[src/rtl/clock_div_multi.sv]
// Multi-channel programmable clock divider with glitch-free start/stop,
// boundary-aligned divisor updates and a startup-gated pad output enable.
`timescale 1ns/1ps

module clock_div_multi #(
   parameter int CHANNELS    = 2,
   parameter int DIV_W       = 8,
   parameter int DIV_DEFAULT = 4,
   parameter int STARTUP     = 16
) (
   input  logic                clk_in,
   input  logic                reset,
   input  logic                cfg_wr,
   input  logic [2:0]          cfg_ch,
   input  logic [DIV_W-1:0]    cfg_div,
   input  logic [CHANNELS-1:0] ch_en,
   output logic [CHANNELS-1:0] clk_out,
   output logic                clk_oe,
   output logic [CHANNELS-1:0] cfg_pending,
   output logic                locked
);

   localparam int SW = $clog2(STARTUP + 1);

   typedef enum logic {
      CH_PARKED,
      CH_RUNNING
   } ch_state_t;

   logic [1:0]    rst_sync;
   logic [SW-1:0] start_cnt;

   // Reset asserts immediately but only releases two clk_in edges later.
   always_ff @(posedge clk_in or negedge reset) begin
      if (!reset) begin
         rst_sync <= '0;
      end else begin
         rst_sync <= {rst_sync[0], 1'b1};
      end
   end

   always_ff @(posedge clk_in or negedge reset) begin
      if (!reset) begin
         start_cnt <= '0;
         locked    <= 1'b0;
      end else if (rst_sync[1] && !locked) begin
         if (start_cnt == SW'(STARTUP)) begin
            locked <= 1'b1;
         end else begin
            start_cnt <= start_cnt + SW'(1);
         end
      end
   end

   assign clk_oe = locked;

   for (genvar g = 0; g < CHANNELS; g++) begin : g_ch
      ch_state_t        state;
      logic [DIV_W-1:0] active_div;
      logic [DIV_W-1:0] pend_div;
      logic [DIV_W-1:0] phase;
      logic             clk_q;
      logic             pend_q;
      logic [DIV_W-1:0] eff_div;
      logic [DIV_W:0]   half;
      logic [DIV_W:0]   phase_nxt;
      logic             at_boundary;
      logic             wr_hit;
      logic             go;

      // Divisors 0 and 1 cannot make a two-phase clock, so they run as 2.
      assign eff_div     = (active_div < DIV_W'(2)) ? DIV_W'(2) : active_div;
      assign half        = ({1'b0, eff_div} + (DIV_W+1)'(1)) >> 1;
      assign phase_nxt   = {1'b0, phase} + (DIV_W+1)'(1);
      assign at_boundary = (state == CH_PARKED) || (phase == eff_div - DIV_W'(1));
      assign wr_hit      = cfg_wr && (cfg_ch == 3'(g));
      assign go          = locked && ch_en[g];

      // Divisor swaps and start/stop decisions only happen at a period
      // boundary, so neither phase of the output can ever be shortened.
      always_ff @(posedge clk_in or negedge reset) begin
         if (!reset) begin
            state      <= CH_PARKED;
            phase      <= '0;
            clk_q      <= 1'b0;
            active_div <= DIV_W'(DIV_DEFAULT);
            pend_div   <= DIV_W'(DIV_DEFAULT);
            pend_q     <= 1'b0;
         end else begin
            if (at_boundary && pend_q) begin
               active_div <= pend_div;
            end
            if (wr_hit) begin
               pend_div <= cfg_div;
               pend_q   <= 1'b1;
            end else if (at_boundary) begin
               pend_q <= 1'b0;
            end
            if (at_boundary) begin
               phase <= '0;
               if (go) begin
                  state <= CH_RUNNING;
                  clk_q <= 1'b1;
               end else begin
                  state <= CH_PARKED;
                  clk_q <= 1'b0;
               end
            end else begin
               phase <= phase + DIV_W'(1);
               clk_q <= (phase_nxt < half);
            end
         end
      end

      assign clk_out[g]     = clk_q;
      assign cfg_pending[g] = pend_q;
   end

endmodule

[config.mk]
export PLATFORM = sky130hd
export DESIGN_NAME = clock_div_multi
export DESIGN_NICKNAME = d
export VERILOG_FILES = /design/src/rtl/clock_div_multi.sv
export SDC_FILE = /design/constraint.sdc
export NUM_CORES = 1
export LEC_CHECK = 0
export BUFFER_PORTS_ARGS = -buffer_cell sky130_fd_sc_hd__buf_2
export CORE_ASPECT_RATIO = 1.2
export CORE_MARGIN = 4
export CORE_UTILIZATION = 41
export CTS_BUF_LIST = sky130_fd_sc_hd__clkbuf_8
export DETAILED_ROUTE_END_ITERATION = 8
export MAX_ROUTING_LAYER = met4
export PLACE_DENSITY = 0.58
export SYNTH_ARGS = -nofsm -noshare
export SYNTH_HDL_FRONTEND = slang
export SYNTH_SLANG_ARGS = --single-unit
[constraint.sdc]
create_clock -name clk_in -period 5.2 [get_ports clk_in]
set_input_delay 1.04 -clock clk_in [delete_from_list [all_inputs] [get_ports clk_in]]
set_output_delay 1.04 -clock clk_in [all_outputs]
set_load 0.02 [all_outputs]
# [Word level (Yosys, flattened, before mapping)]
# Cells that the tools add are included.
[op_classes] n_eq_ne=4 n_bitwise=3 order_cmp=4 n_mux=12 reduce_logical=15 add_sub_neg=9
[ops] operator="adder 8 x 1 -> 9 bit, second input constant" n=4
[ops] operator="2-to-1 mux 8 bit" n=4
[ops] operator="< comparator 9 x 8 -> 1 bit" n=2
[ops] operator="adder 8 x 1 -> 8 bit, second input constant" n=2
[ops] operator="equality test 8 bit" n=2
[ops] operator="< comparator 8 x 2 -> 1 bit, second input constant" n=2
[ops] operator="subtractor 8 x 1 -> 8 bit, second input constant" n=2
[ops] operator="2-to-1 mux 1 bit" n=8
[ops] operator="logical AND 1 bit" n=7
[ops] operator="adder 5 x 1 -> 5 bit, second input constant" n=1
[ops] operator="equality test 5 bit, second input constant" n=1
[ops] operator="AND reduction 2 bit" n=2
[ops] operator="nonzero test 2 bit" n=2
[ops] operator="equality test 3 x 1 -> 1 bit, second input constant" n=1
[ops] operator="zero test 3 bit" n=1
[ops] operator="NOT 1 bit" n=3
[ops] operator="logical OR 1 bit" n=2
[ops] operator="zero test 1 bit" n=1
[totals] word_cells=62 ff_bits=62 output_inout_bits=6

# [Longest topological paths before layout]
[depth] word_depth=7 depth_mapped=13 ltp_nobuf=12

# [Least setup slack after synthesis]
# Ideal clock, no wire load.
[synth_path] kind="flip-flop to flip-flop" startpoint="register g_ch[1].active_div[5]" endpoint="register g_ch[1].active_div[4]" stages_incl_launch_ff=13 arrival_ns=3.348 period_less_slack_ns=3.475 required_time_ns=5.072 path_slack_ns=1.725 n_path_buf=1 path_cell_list="dfrtp_1 > buf_2 > or3_1 > or3_1 > nand2b_1 > inv_1 > ha_1 > xnor3_1 > nand3_1 > or4_1 > a2111oi_4 > o21ai_4 > mux2_1"
[synth_between] elab_chain_len=6
[synth_lines] element="start, declared" line_no="59" text="logic [DIV_W-1:0] active_div;"
[synth_lines] element="start signal, assigned" line_no="86" text="active_div <= DIV_W'(DIV_DEFAULT);"
[synth_lines] element="start signal, assigned" line_no="91" text="active_div <= pend_div;"
[synth_lines] element="< comparator 8 x 2 -> 1 bit" line_no="72" text="assign eff_div = (active_div < DIV_W'(2)) ? DIV_W'(2) : active_div;"
[synth_lines] element="2-to-1 mux 8 bit (*)" line_no="72"
[synth_lines] element="subtractor 8 x 1 -> 8 bit (*)" line_no="75" text="assign at_boundary = (state == CH_PARKED) || (phase == eff_div - DIV_W'(1));"
[synth_lines] element="equality test 8 bit (*)" line_no="75"
[synth_lines] element="logical OR 1 bit (*)" line_no="75"
[synth_lines] element="logical AND 1 bit (*)" line_no="90" text="if (at_boundary && pend_q) begin"
# Mark *: on every way between the ends. The rest lies on a longest branch, timed or not.
# A chain may end at the register's enable or synchronous reset.

# [Worst setup path in the final report]
# Same ends and word-level chain as after synthesis.

==> summary.md <==
| Metric | Value |
|---|---|
| Postcts setup bufs | `0` |
| Grt total ovfl | `0` |
| Syn_nets | `373` |
| P_leak | `0.001753 uW` |
| Slew Viols, Final | `0` |
| Run status | `finished, final reports clean` |
| Filler cell count | `854` |
| Synth Cell Area | `3684 sq um` |
| Clock transition at path regs | `0.08 ns` |
| Critical setup path kind | `flop to flop` |
| Largest family of logic cells by synthesized area | `simple AND/OR/NAND/NOR gates` |
| Most frequent CP cell | `or3_1` |
| Slew margin rel. | `0.2897` |
| Multiplexer share of the synthesized area | `0.1033` |
| Post-synthesis xor/xnor area fraction | `0.1084` |
| Hold_buf cts | `0` |
| Finished Layout Cells | `around 470` |
| Leading cell type in the layout, fill and taps excluded | `dfrtp_1` |
| Wire per inst | `15.18 microns` |
| Startpoint class of the critical path | `flop` |
| Final nets | `a little under 400` |
| RSZ-0062 raised after global routing | `no` |
| Ant diodes | `0` |
| Placement Setup Slack | `around 1.6 ns` |
| Post-Route WL | `7167 microns` |
| GP Congestion | `around 0.82` |
| Adder-cell area share of the yosys netlist | `0.07473` |
| Die ar. | `roughly 11000 sq um` |
| Area growth, synth to finish | `9.749%` |
| Crit-path max FO | `8` |
| Netlist cell types | `54` |
| Maximum vdd drop | `0.2941 mV` |
| Slowest-stage cell, CP | `or4_1` |
| Number of global-route vias before repair | `2589` |
| Num CTS Buffers | `9` |
| Buf+Inv Stages, Crit Path | `1` |
| Most frequent cells in the layout | `58 x dfrtp_1, 30 x mux2_2, 22 x xor2_1, 22 x ha_1` |
| Initial antenna violation count | `0` |
| Slowest stage delay, CP | `0.56 ns` |
| CP Launch Point | `g_ch[1].active_div[5]` |
| Number of synthesized flops with an enable pin | `0` |
| Max_cap viols | `0` |
| Hold Crit Start | `rst_sync[0]` |
| Min Hold Slack | `0.3521 ns` |
| Worst hold path class | `flop to flop` |
| Achievable frequency | `273.5 MHz` |
| Clk sink count | `62` |
| Synth Area in Simple Gates | `0.1668` |
| Fin crit period | `3.657 ns` |
| Worst EP arrival | `3.88 ns` |
| IO Pins | `22` |
| Final Hold Vio Count | `0` |
| Critical R2R Launch | `g_ch[1].active_div[5]` |
| DP HPWL | `5349 microns` |
| Sequential-to-total area share from yosys stat | `0.4226` |
| Vias/cell | `5.125` |
| Flops & latches, synth | `a little over 60` |
| Tcrit/Tclk final | `0.7032` |
| CTS resizes | `0` |
| Clock latency on the worst-skew pair | `0.34 ns` |
| Yosys synthesis warning count | `0` |
| Cells after synthesis | `335` |
| Clock Tree Buf Depth | `2` |
| DR iter-0 viols | `82` |
| Largest net degree at the start of global routing | `63` |
| Top delay family on crit path | `simple AND/OR/NAND/NOR gates` |
| Site Rows | `37` |
| CTS tree | `done` |
| Setup WS post-layout | `1.543 ns` |
| Gr usage total | `0.1552` |
| Post-route DRC | `0` |
| Placed cell count | `approximately 460` |
| Clk root buf | `clkbuf_8` |
| Critical path endpoint category | `flop` |
| Number of routed nets with antenna violations | `0` |
| Compound-cell area share of the yosys netlist | `0.08424` |
| Share of layout cells above drive strength 1 | `0.2394` |
| Worst slew pin tran | `1.050 ns` |
| Crit-path cells | `or3_1, or3_1, nand2b_1, inv_1, ha_1, xnor3_1, nand3_1, or4_1, a2111oi_4, o21ai_4, mux2_1` |
| Worst Skew | `between 0.01 and 0.015 ns` |
| Die Span X | `94.53 microns` |
| Die height | `111.8 microns` |
| Starting Density | `0.4255` |
| TritonRoute pass-1 iters | `4` |
| Crit path required time | `5.43 ns` |
| Pwr dens | `578.4 nW/um^2` |
| Setup TNS | `0 ns` |
| Syn_area_per_cell | `11.00 sq um` |
| Fraction of registers with async set/reset | `1.000` |
| I/O Buffers | `21` |
| Final setup fails | `0` |
| Vias | `between 2000 and 2500` |
| H-Tree Depth | `3` |
| First-pass GRT wire length | `around 13000 microns` |
| Ys flop type | `dfrtp_1` |
| Core area | `8657 sq um` |
-- registers in the layout (all words and copies together) (netlist names) --
name,flops
g_ch.state,2
rst_sync,2
g_ch.pend_div,16
start_cnt,5
g_ch.active_div,16
g_ch.pend_q,2
g_ch.clk_q,2
clk_oe,1
g_ch.phase,16
-- routing by layer --
metal / vias up / part of all wire / routed length [microns] / global-route usage
met4: 0 / 0.018 / 131 / 0.05679
met2: 27 / 0.50 / 3564 / 0.2457
met3: 14 / 0.026 / 183 / 0.03514
li1: 1202 / - / - / -
met5: - / 0 / 0 / -
met1: 1176 / 0.46 / 3287 / 0.1931
-- Yosys cell counts, types with 3 or more instances --
library cell	number	share of area
nand2b_1	6	0.010
nor2_1	14	0.014
buf_4	7	0.014
nor2b_1	7	0.012
or3_1	6	0.010
clkbuf_1	3	0.0031
inv_1	9	0.0092
xor2_1	22	0.052
nand2_1	19	0.019
xnor2_1	21	0.050
ha_1	22	0.075
nand4_1	6	0.010
dfrtp_1	58	0.39
dfstp_2	4	0.029
nor3_1	4	0.0054
nand3_1	16	0.022
nor4_1	3	0.0051
and2_1	9	0.015
nor3b_1	4	0.0082
o21ai_0	7	0.0095
nor4b_1	3	0.0071
buf_2	7	0.0095
mux2_2	30	0.092
a21oi_1	7	0.0095
-- final cells by class --
type	instances	area, sq um	area share
Clock buffer	9	123.9	0.03064
Clock inverter	7	80.08	0.01981
Inverter	9	33.78	0.008357
Multi-Input combinational cell	246	1989	0.4921
Sequential cell	62	1556	0.3850
Tap cell	117	146.4	0.03621
Timing Repair Buffer	22	112.6	0.02786
-- cell families after synthesis --
| logic type | count (synthesis) |
|---|---|
| AO/OA/AOI/OAI | 36 |
| XOR/XNOR | 44 |
| adder cells (fa/ha/maj) | 22 |
| buffers and inverters | 27 |
| flip-flops | 62 |
| multiplexers | 34 |
| other | 1 |
| AND/OR/NAND/NOR | 109 |
-- power by group --
group	internal [uW]	switching, uW
clock network	227	208
registers	651	255
logic	501	496
total	1380	959
-- metrics by stage --
stage | utilization | instance area [sq um] | total power [uW]
after floorplan | - | 3684 | 1708
after global placement | 0.4434 | 3839 | 1890
final | 0.4670 | 4043 | 2338
after detailed placement | 0.4434 | 3839 | 1923
after CTS | 0.4670 | 4043 | 2370
after global routing | 0.4670 | 4043 | 2549
-- path summary, 6_finish.rpt --
kind                       slack [ns]  cells past startpoint                     to
max                              1.54                     11  g_ch[1].active_div[4]
min                              0.35                      0            rst_sync[1]
max reg2reg                      1.54                     11  g_ch[1].active_div[4]
min reg2reg                      0.35                      0            rst_sync[1]
max in group asynchronous        3.84                      2           start_cnt[2]
min in group asynchronous        0.84                      2    g_ch[0].pend_div[0]
No activity file was read; power rests on OpenSTA's default activity.
